===== config.mk =====
export PLATFORM = sky130hd
export DESIGN_NAME = uart_receiver
export DESIGN_NICKNAME = d
export VERILOG_FILES = /design/src/rtl/uart_pkg.sv /design/src/rtl/sync_2ff.sv /design/src/rtl/uart_receiver.sv
export SDC_FILE = /design/constraint.sdc
export NUM_CORES = 1
export LEC_CHECK = 0
export BUFFER_PORTS_ARGS = -buffer_cell sky130_fd_sc_hd__buf_2
export CAP_MARGIN = 40
export CORE_MARGIN = 10
export CORE_UTILIZATION = 52
export CTS_BUF_LIST = sky130_fd_sc_hd__clkbuf_8
export CTS_CLUSTER_SIZE = 30
export DETAILED_ROUTE_END_ITERATION = 10
export GPL_ROUTABILITY_DRIVEN = 0
export PLACE_DENSITY = 0.73
export SLEW_MARGIN = 20
export SYNTH_ARGS = -nofsm -noshare
export SYNTH_HDL_FRONTEND = slang
export SYNTH_SLANG_ARGS = --single-unit
export TNS_END_PERCENT = 5

===== constraint.sdc =====
create_clock -name clk -period 2 [get_ports clk]
set_input_delay 0.6 -clock clk [delete_from_list [all_inputs] [get_ports clk]]
set_output_delay 0.6 -clock clk [all_outputs]
set_load 0.05 [all_outputs]

===== src/rtl/uart_pkg.sv =====
// Shared UART definitions: bit-timing helpers, FSM state encoding and line levels.
// Used by both the receiver and the transmitter.
package uart_pkg;

  localparam logic IDLE_LEVEL = 1'b1;

  typedef enum logic [2:0] {
    ST_IDLE,
    ST_START,
    ST_DATA,
    ST_STOP,
    ST_BREAK_WAIT
  } uart_state_e;

  function automatic int unsigned clks_per_bit(input int unsigned clk_freq,
                                               input int unsigned baud_rate);
    return clk_freq / baud_rate;
  endfunction

  function automatic int unsigned half_bit(input int unsigned clk_freq,
                                           input int unsigned baud_rate);
    return clks_per_bit(clk_freq, baud_rate) / 2;
  endfunction

endpackage


===== src/rtl/sync_2ff.sv =====
// Two-flop synchroniser for a single asynchronous input; RESET_VALUE sets the
// level both flops hold during reset (idle level of the line being synchronised).
module sync_2ff #(
  parameter logic RESET_VALUE = 1'b1
) (
  input  logic clk,
  input  logic rst_n,
  input  logic d,
  output logic q
);

  logic meta;

  always_ff @(posedge clk or negedge rst_n) begin
    if (!rst_n) begin
      meta <= RESET_VALUE;
      q    <= RESET_VALUE;
    end else begin
      // NOTE: non-blocking assignments keep the two stages as distinct flops.
      meta <= d;
      q    <= meta;
    end
  end

endmodule


===== src/rtl/uart_receiver.sv =====
// 8N1 UART receiver: synchronises rx, samples each bit mid-bit, checks the stop
// bit and hands bytes out through a one-deep valid/ready holding register.
module uart_receiver
  import uart_pkg::*;
#(
  parameter int unsigned CLK_FREQ  = 10_000_000,
  parameter int unsigned BAUD_RATE = 9600
) (
  input  logic       clk,
  input  logic       rst_n,
  input  logic       rx,
  output logic [7:0] rx_data,
  output logic       rx_valid,
  input  logic       rx_ready,
  output logic       rx_busy,
  output logic       frame_err,
  output logic       overrun
);

  localparam int unsigned CLKS_PER_BIT = clks_per_bit(CLK_FREQ, BAUD_RATE);
  localparam int unsigned HALF_BIT     = half_bit(CLK_FREQ, BAUD_RATE);
  localparam int unsigned CNT_W        = $clog2(CLKS_PER_BIT);

  localparam logic [CNT_W-1:0] CNT_FULL = CNT_W'(CLKS_PER_BIT - 1);
  localparam logic [CNT_W-1:0] CNT_HALF = CNT_W'(HALF_BIT - 1);

  if (CLKS_PER_BIT < 4) begin : g_bad_baud
    $error("uart_receiver: CLK_FREQ/BAUD_RATE must be at least 4");
  end

  logic             rx_s;
  uart_state_e      state;
  logic [CNT_W-1:0] cnt;
  logic [2:0]       bit_idx;
  logic [7:0]       shift;

  sync_2ff #(.RESET_VALUE(IDLE_LEVEL)) u_rx_sync (
    .clk   (clk),
    .rst_n (rst_n),
    .d     (rx),
    .q     (rx_s)
  );

  always_ff @(posedge clk or negedge rst_n) begin
    if (!rst_n) begin
      state     <= ST_IDLE;
      cnt       <= '0;
      bit_idx   <= '0;
      shift     <= '0;
      rx_data   <= '0;
      rx_valid  <= 1'b0;
      rx_busy   <= 1'b0;
      frame_err <= 1'b0;
      overrun   <= 1'b0;
    end else begin
      frame_err <= 1'b0;
      overrun   <= 1'b0;

      // NOTE: the consume clear comes first so a load later in this block overrides it.
      if (rx_valid && rx_ready) rx_valid <= 1'b0;

      case (state)
        ST_IDLE: begin
          cnt <= '0;
          if (rx_s != IDLE_LEVEL) begin
            state   <= ST_START;
            rx_busy <= 1'b1;
          end
        end

        ST_START: begin
          if (cnt == CNT_HALF) begin
            cnt <= '0;
            if (rx_s != IDLE_LEVEL) begin
              state   <= ST_DATA;
              bit_idx <= '0;
            end else begin
              state   <= ST_IDLE;
              rx_busy <= 1'b0;
            end
          end else begin
            cnt <= cnt + CNT_W'(1);
          end
        end

        ST_DATA: begin
          if (cnt == CNT_FULL) begin
            cnt            <= '0;
            shift[bit_idx] <= rx_s;
            if (bit_idx == 3'd7) state   <= ST_STOP;
            else                 bit_idx <= bit_idx + 3'd1;
          end else begin
            cnt <= cnt + CNT_W'(1);
          end
        end

        ST_STOP: begin
          if (cnt == CNT_FULL) begin
            cnt <= '0;
            if (rx_s == IDLE_LEVEL) begin
              // Leave mid stop bit so a zero-gap next start edge is not missed.
              state   <= ST_IDLE;
              rx_busy <= 1'b0;
              if (!rx_valid || rx_ready) begin
                rx_data  <= shift;
                rx_valid <= 1'b1;
              end else begin
                overrun <= 1'b1;
              end
            end else begin
              frame_err <= 1'b1;
              state     <= ST_BREAK_WAIT;
            end
          end else begin
            cnt <= cnt + CNT_W'(1);
          end
        end

        ST_BREAK_WAIT: begin
          if (rx_s == IDLE_LEVEL) begin
            state   <= ST_IDLE;
            rx_busy <= 1'b0;
          end
        end

        default: begin
          state   <= ST_IDLE;
          rx_busy <= 1'b0;
        end
      endcase
    end
  end

endmodule

==> flow_summary_export.csv <==
group,metric,value,unit
power_and_ir_drop,leakage,0.001152,µW
cells_and_area,drive_above_1_share,0.3500,
grt,grt_overflow,0,
place,io_buffers,15,
clocking,cts_tree,"yes",
timing,finalCritPeriodShare,1.028,
place,place_inst,260,
cells_and_area,fin_util,0.6486,
clocking,clk_pin_slew,0.08,ns
clocking,clock_sinks,39,
floorplanning,fp.dieH,81.84,µm
routing,drt_iter0_drc,135,
setup_path,cp_cell_sequence,"or4_4 -> nor4_4 -> nand3_2 -> nor2_1 -> mux2_2",
timing,layout_setup_ws,-0.05587,ns
cells_and_area,final_nets,227,
timing,rsz0062_at_grt,"yes",
routing,firstDrtPassIters,4,
place,dp.final_hpwl,3188,µm
clocking,clkLatencyLatePin,0.30,ns
setup_path,crit_path_end_kind,"register",
logic_synthesis,syn_nets,192,
floorplanning,dieArea,6697,µm²
floorplanning,num_rows,22,
setup_path,required,2.18,ns
logic_synthesis,synthesis.area,1988,µm²
cells_and_area,stdcell_count,268,
cells_and_area,diodes,0,
run,cap_violations,0,
floorplanning,ioPinCount,16,
setup_path,slowest_delay,0.59,ns
timing,clock.fmax,486.4,MHz
grt,first_global_vias,1583,
cells_and_area,area_delta_synth_final,20.33,%
routing,postRouteAntennaNets,0,
setup_path,critPathMaxFanout,4,
timing,worstMarginPinSlew,0.4346,ns
timing,period_needed,2.056,ns
timing,slew_headroom,0.7057,
place,dp_worst_setup_slack,-0.05269,ns
floorplanning,floorplan.initialDensity,0.5390,
power_and_ir_drop,max-vdd-ir-drop,0.0005911,V
grt,grt_max_degree,24,
logic_synthesis,syn_inst,184,
floorplanning,coreArea,3689,µm²
worst_hold_path,hp-class,"input port to asynchronous set/reset pin",
setup_path,arrival,2.24,ns
timing,hold_viol,0,
logic_synthesis,async_flop_share,1.000,
routing,wirelength,4293,µm
grt,antenna_found_initial,0,
setup_path,slowest_stage,"or4_4",
logic_synthesis,yosysWarnings,0,
timing,setup_viol,7,
cells_and_area,layout_common_cells,"dfrtp_1, nand2_1, buf_4",
clocking,holdBufCountCts,0,
grt,track_usage,0.1443,
routing,dr_total_vias,1553,
cells_and_area,final_common_cell,"dfrtp_1",
routing,wl_per_cell,16.02,µm
timing,whs,0.2427,ns
outcome,status,"complete, but fails checks",
timing,clock_skew,0.005531,ns
setup_path,worstSetupStartpointType,"register",
grt,grt_first_pass_wirelength,7541,µm
floorplanning,fp.dieW,81.84,µm
clocking,cts_root_buf,"clkbuf_8",
setup_path,worstSetupPathType,"register to register",
logic_synthesis,synthFlopType,"dfrtp_1",
routing,drc,0,
logic_synthesis,ys_ff_latch,39,
power_and_ir_drop,power_density,620.2,nW/µm²
clocking,clockBufferDepth,2,
routing,via_per_inst,5.795,
power_and_ir_drop,fin_total_pwr,1484,µW
logic_synthesis,syn-mean-instance-area,10.81,µm²
clocking,htree_num_levels,2,
timing,drv_slew,0,
logic_synthesis,synth_edf_count,0,
logic_synthesis,synth_cell_type_count,43,
clocking,cts_buffers,5,
logic_synthesis,ys_seq_area_frac,0.4921,
outcome,violations,"negative setup slack",
[Yosys cell counts, drive strengths merged (3+ instances only)]
| library cell | instances | share of area |
|---|---|---|
| nor2b | 3 | 0.0094 |
| nor4 | 6 | 0.030 |
| mux2 | 18 | 0.10 |
| nand4 | 3 | 0.0094 |
| dfrtp | 37 | 0.47 |
| nand2b | 7 | 0.022 |
| nand3 | 13 | 0.033 |
| ha | 4 | 0.025 |
| nand2 | 25 | 0.048 |
| clkbuf | 6 | 0.011 |
| inv | 6 | 0.011 |
| nor3 | 4 | 0.015 |
| nor2 | 9 | 0.017 |
| o21ai | 5 | 0.013 |
| o311ai | 8 | 0.035 |
| mux2i | 3 | 0.015 |
[kinds of logic (layout without fill, tap and decap cells)]
family / Yosys count / in the layout / synth area share
AOI/OAI and AO/OA: 27 / 27 / 0.1070
xor gates and xnor gates: 1 / 1 / 0.004406
adders and majority gates: 4 / 4 / 0.02517
buffers and inverters: 14 / 50 / 0.02895
DFF: 39 / 39 / 0.4921
muxes: 21 / 21 / 0.1189
and+or+nand+nor: 78 / 78 / 0.2234
[per-stage QoR]
stage	TNS, ns	instance area (µm²)
after global routing	-2.803	2392
after floorplan	-0.4762	1993
final	-0.2331	2392
after global placement	-0.02320	2263
after detailed placement	-0.4097	2263
after CTS	-0.3917	2384
[critical path, delay by kind of cell (launching register included)]
kind,cells,cell delay [ns]
flops,1,0.42
mux,1,0.35
simple gates,4,1.15
[timing repair]
| item | 4_1_cts | 5_1_grt |
|---|---|---|
| setup endpoints to repair | 22 | 25 |
| pin swaps | 0 | 3 |
| gates resized for setup | 4 | 7 |
| setup buffers | 0 | 0 |
[worst paths after layout]
check | start | depth (start not counted) | slack, ns | endpoint
max reg2reg | cnt[5] | 5 | -0.06 | shift[6]
max | cnt[5] | 5 | -0.06 | shift[6]
min reg2reg | u_rx_sync.meta | 0 | 0.36 | u_rx_sync.q
min | rst_n | 1 | 0.24 | cnt[8]
max in group asynchronous | rst_n | 2 | 1.29 | shift[6]
min in group clk | u_rx_sync.meta | 0 | 0.36 | u_rx_sync.q
[registers in the layout, indices dropped and copies added (netlist names)]
register,cells
rx_data,8
rx_valid,1
state,3
u_rx_sync.meta,1
overrun,1
frame_err,1
u_rx_sync.q,1
cnt,11
rx_busy,1
shift,8
bit_idx,3
[cell type report]
cell class	instances	area [µm²]
Multi-Input combinational cell	131	969.7
Sequential cell	39	978.4
Tap cell	48	60.06
Inverter	6	22.52
Timing Repair Buffer	36	249.0
Clock inverter	3	43.79
Clock buffer	5	68.82
Fill cell	303	1296
[power breakdown]
part / total (µW) / internal, µW / leakage (µW) / switching (µW)
Clock: 660 / 371 / 0.0000581 / 288
Sequential: 795 / 792 / 0.000518 / 3.39
Combinational: 28.9 / 8.81 / 0.000576 / 20.1
[layer usage]
| layer | vias up | GRT usage | routed length (µm) |
|---|---|---|---|
| met5 | - | 0 | 0 |
| met2 | 41 | 0.2179 | 2014 |
| met4 | 0 | 0.07823 | 95 |
| met3 | 10 | 0.04694 | 224 |
| met1 | 758 | 0.1791 | 1958 |
| li1 | 744 | - | - |
No activity file was read; power rests on OpenSTA's default activity.
